`src/rtl/async_rptr_status.sv`:
```
// -----------------------------------------------------------------------------
// async_rptr_status
//   Read-domain pointer and status logic for a dual-clock FIFO. It brings the
//   gray-coded write pointer into the rclk domain, decodes it to binary, and
//   keeps the read pointer. All status outputs are registered: empty,
//   almost_empty, occupancy count and a sticky underflow flag.
//
// Parameters
//   ADDR_WIDTH   RAM address bits; DEPTH = 2**ADDR_WIDTH; pointers ADDR_WIDTH+1
//   SYNC_STAGES  flops in the write-pointer synchronizer (>= 2)
//   AE_THRESH    almost_empty asserted when occupancy <= AE_THRESH (< DEPTH)
//
// Ports
//   rclk          read clock
//   rrst          asynchronous reset, active-high
//   r_en          read request, accepted only while !empty
//   w_ptr_gray    gray write pointer from the wclk domain (asynchronous)
//   uf_clr        clear sticky underflow
//   r_ptr         registered gray read pointer, to the write-side synchronizer
//   r_addr        RAM read address (low bits of the binary read pointer)
//   empty         registered empty flag
//   almost_empty  registered, occupancy <= AE_THRESH
//   r_count       registered occupancy, 0..DEPTH
//   underflow     sticky, set by a read attempted while empty
// -----------------------------------------------------------------------------
module async_rptr_status #(
  parameter int ADDR_WIDTH  = 4,
  parameter int SYNC_STAGES = 2,
  parameter int AE_THRESH   = 2
) (
  input  logic                  rclk,
  input  logic                  rrst,
  input  logic                  r_en,
  input  logic [ADDR_WIDTH:0]   w_ptr_gray,
  input  logic                  uf_clr,
  output logic [ADDR_WIDTH:0]   r_ptr,
  output logic [ADDR_WIDTH-1:0] r_addr,
  output logic                  empty,
  output logic                  almost_empty,
  output logic [ADDR_WIDTH:0]   r_count,
  output logic                  underflow
);

  localparam int AW    = ADDR_WIDTH;
  localparam int DEPTH = 1 << ADDR_WIDTH;
  localparam logic [AW:0] AE_LIMIT = AE_THRESH[AW:0];

  // Parameter legality checks at elaboration time.
  generate
    if (SYNC_STAGES < 2) begin : g_bad_sync
      $error("async_rptr_status: SYNC_STAGES must be >= 2");
    end
    if (AE_THRESH >= DEPTH) begin : g_bad_ae
      $error("async_rptr_status: AE_THRESH must be < DEPTH");
    end
  endgenerate

  // ---------------------------------------------------------------------------
  // Write-pointer synchronizer: a plain flop chain, nothing between stages.
  // ---------------------------------------------------------------------------
  logic [AW:0] sync_reg [SYNC_STAGES];
  logic [AW:0] rg_wptr;

  always_ff @(posedge rclk or posedge rrst) begin
    if (rrst) begin
      for (int i = 0; i < SYNC_STAGES; i++) begin
        sync_reg[i] <= '0;
      end
    end else begin
      sync_reg[0] <= w_ptr_gray;
      for (int i = 1; i < SYNC_STAGES; i++) begin
        sync_reg[i] <= sync_reg[i-1];
      end
    end
  end

  assign rg_wptr = sync_reg[SYNC_STAGES-1];

  // ---------------------------------------------------------------------------
  // Gray -> binary: each binary bit is the XOR of all gray bits at or above it.
  // Written as independent reductions so no bit depends on another bit.
  // ---------------------------------------------------------------------------
  logic [AW:0] wbin;

  generate
    for (genvar gi = 0; gi <= AW; gi++) begin : g_g2b
      assign wbin[gi] = ^rg_wptr[AW:gi];
    end
  endgenerate

  // ---------------------------------------------------------------------------
  // Read pointer and status
  // ---------------------------------------------------------------------------
  logic [AW:0] rbin_reg;
  logic [AW:0] rbin_next;
  logic [AW:0] r_ptr_reg;
  logic [AW:0] r_ptr_next;
  logic [AW:0] cnt_next;
  logic        empty_reg;
  logic        empty_next;
  logic        ae_reg;
  logic        ae_next;
  logic [AW:0] count_reg;
  logic        uf_reg;
  logic        uf_next;
  logic        accept;

  assign accept     = r_en & ~empty_reg;
  assign rbin_next  = rbin_reg + {{AW{1'b0}}, accept};
  assign r_ptr_next = (rbin_next >> 1) ^ rbin_next;

  // Status is computed from the post-read pointer so an accepted read is
  // reflected in the same edge that accepts it.
  assign empty_next = (r_ptr_next == rg_wptr);
  assign cnt_next   = wbin - rbin_next;   // modulo 2**(AW+1), wrap-safe
  assign ae_next    = (cnt_next <= AE_LIMIT);

  // Set has priority over clear so a simultaneous underflow is never lost.
  always_comb begin
    uf_next = uf_reg;
    if (uf_clr) begin
      uf_next = 1'b0;
    end
    if (r_en && empty_reg) begin
      uf_next = 1'b1;
    end
  end

  always_ff @(posedge rclk or posedge rrst) begin
    if (rrst) begin
      rbin_reg  <= '0;
      r_ptr_reg <= '0;
      empty_reg <= 1'b1;
      ae_reg    <= 1'b1;
      count_reg <= '0;
      uf_reg    <= 1'b0;
    end else begin
      rbin_reg  <= rbin_next;
      r_ptr_reg <= r_ptr_next;
      empty_reg <= empty_next;
      ae_reg    <= ae_next;
      count_reg <= cnt_next;
      uf_reg    <= uf_next;
    end
  end

  assign r_ptr        = r_ptr_reg;
  assign r_addr       = rbin_reg[AW-1:0];
  assign empty        = empty_reg;
  assign almost_empty = ae_reg;
  assign r_count      = count_reg;
  assign underflow    = uf_reg;

endmodule

```
`config.mk`:
```
export PLATFORM = sky130hd
export DESIGN_NAME = async_rptr_status
export DESIGN_NICKNAME = d
export VERILOG_FILES = /design/src/rtl/async_rptr_status.sv
export SDC_FILE = /design/constraint.sdc
export NUM_CORES = 1
export LEC_CHECK = 0
export ABC_CLOCK_PERIOD_IN_PS = 3500
export CAP_MARGIN = 15
export CORE_UTILIZATION = 25
export DETAILED_ROUTE_END_ITERATION = 8
export GPL_TIMING_DRIVEN = 0
export PLACE_DENSITY = 0.42
export REMOVE_ABC_BUFFERS = 1
export SYNTH_ARGS = -nofsm -noshare
export SYNTH_HDL_FRONTEND = slang
export SYNTH_SLANG_ARGS = --single-unit
```
`constraint.sdc`:
```
create_clock -name rclk -period 3.5 [get_ports rclk]
set_input_delay 0.7 -clock rclk [delete_from_list [all_inputs] [get_ports rclk]]
set_output_delay 0.7 -clock rclk [all_outputs]
set_load 0.03 [all_outputs]
```
==> metrics <==
CP dominant cell by count ha_1; WP data arrival about 3300 ps; placed cell count 169; worst hold slack 354 ps; CTS resizes 0; startpoint types input port; worst-path fanout max 4; largest cells by area after synthesis dfrtp_1 (52%), xnor2_1 (7.3%), xor2_1 (7.3%); Remaining DRCs 0; first-pass GRT wire length ~3.2 mm; final number of setup-violating endpoints 0; leading area contributor after synthesis dfrtp_1; H-tree depth 1; Post-Syn Area ~1200 um2; setup ws final between 400 and 500 ps; drt first pass iters 3; Slew Limit Fails 0; core area about 4500 um2; Post-synth EDFFs 0; CTS buffer count 3; global route total overflow 0; setup total negative slack 0 ps; WL/cell about 11 um; #FFs+latches synth 27; # diodes 0; RSZ-0062 raised after global routing no; Post-synth ARST share 100%; drt via density just over 4; WL final roughly 1.9 mm; Leak about 0.68 nW; initial antenna violation count 0; Reg-to-Reg Start empty; Final GP Congestion approximately 0.75; Layout Cells excl Fill roughly 170; net count of the finished layout roughly 140; die footprint ~5100 um2; Initial Util between 20% and 30%; Crit Path Class in -> reg; CTS tree built; latest clock arrival within the worst-skew pair about 270 ps; layout cells sized above 1 about a tenth; Max-slew headroom ~65%; status finished clean; DIE WIDTH ~71 um; fmax approximately 330 MHz; largest net degree at the start of global routing 28; CP delay by family, top simple AND/OR/NAND/NOR gates; PwrDens 1080 nW/um2; Final Hold Vio Count 0; initial detailed-routing violation count 18; count of input and output buffers 25; CP bufs+invs 1; minimum clock period 3060 ps; Die Height around 71 um; I/O pin cnt 26; CTS max path bufs 2; Rows 24; CTS root buf clkbuf_8; Hold Crit Class reg -> reg; Clk pin slew, worst setup/hold paths ~90 ps; Placed Area 1510 um2; CTS Hold Buffers Added 0; Critical Path RT about 3700 ps; most frequent cells in the layout clkdlybuf4s50_1 (25), dfrtp_1 (25), xnor2_1 (10), xor2_1 (10), inv_1 (9); Critical Path Slowest Stage Cell or4_1; Max-cap violations 0; HPWL Detailed between 1 and 1.5 mm; CP Capture Type register; worst slew pin tran 519 ps; ys flop type dfrtp_1; Seq/Total Area, Yosys 56.5%; worst hold start sync_reg[7]; vias in the first global route 713; vias after detailed routing about 720; max incr delay on CP 460 ps; synthesized instance count between 90 and 100; pre-CTS setup slack 106 ps; synth unique cells 25; post-CTS setup buffers 0; antenna viol nets, final 0; clk_skew 1.30 ps; design area 1570 um2; TritonCTS Sinks 27; average footprint of a synthesized cell about 13 um2; synth warn 0; CP cell instances clkdlybuf4s50_1 > nor2b_1 > ha_1 > ha_1 > xnor2_1 > ha_1 > a21oi_1 > and3_1 > or4_1 > a32oi_1; Final Cycle Share ~90%; area share of the largest cell type after synthesis roughly 52%; Area Growth Syn to Fin 30.9%; IR drop worst, VDD approximately 0.24 mV; crit path from r_en; Fill cells between 400 and 500; all-layer global routing usage 8.43%
[stage by stage]
stage / util, % / power, mW
global route: 35.2 / 1.83
floorplan: - / 1.23
finish: 35.2 / 1.69
detailed placement: 33.8 / 1.55
global placement: 33.8 / 1.55
CTS: 34.8 / 1.74
[cells in the mapped netlist, drive strengths merged (2+ instances only)]
cell,count
nand3,3
nor2,3
a21oi,2
dfstp,2
nor2b,2
xnor2,13
dfrtp,25
nand2,2
nor3,2
and3,2
xor2,11
ha,6
inv,9
o21ai,2
[cells by family after synthesis]
group | share of synthesized area (%)
and+or+nand+nor | 7.50
DFF | 56.5
AOI/OAI and AO/OA | 3.96
buffers and inverters | 3.12
adders and majority gates | 7.19
xor gates and xnor gates | 20.9
muxes | 0.833
[worst reg2reg max path, cell delays in order, from the launching register on]
cell	delay (ps)
dfstp_2	550
nor2b_1	50
ha_1	210
ha_1	210
xnor2_1	420
ha_1	240
a21oi_1	120
and3_1	200
or4_1	460
a32oi_1	160
[final cells by class]
class	instances	area [um2]	share of cell area [%]
inverters	9	33.8	2.15
repair buffers	26	265	16.9
clock buffers	4	45.0	2.86
multi-input cells	56	485	30.9
well taps	52	65.1	4.14
flip-flops and latches	27	678	43.1
[metal layers]
layer	up-vias	routed length [um]	track usage, %
li1	358	-	-
met1	343	790	9.31
met2	16	974	14.8
met3	5	65	2.53
met4	0	46	4.00
met5	-	0	0
[worst paths after layout]
| check | to | depth (start not counted) | slack (ps) |
|---|---|---|---|
| setup / recovery | almost_empty | 10 | 440 |
| hold / removal | rg_wptr[2] | 0 | 350 |
| setup reg to reg | almost_empty | 9 | 810 |
| hold reg to reg | rg_wptr[2] | 0 | 350 |
| max in group asynchronous | rbin_reg[1] | 3 | 2270 |
| min in group asynchronous | sync_reg[5] | 2 | 750 |
[where the power goes]
| part | switching [mW] | total [mW] | internal (mW) |
|---|---|---|---|
| registers | 0.0520 | 0.480 | 0.428 |
| logic | 0.587 | 1.04 | 0.454 |
| clock network | 0.0919 | 0.173 | 0.0815 |
| total | 0.731 | 1.69 | 0.963 |
Power figures use the tool's default switching activity.
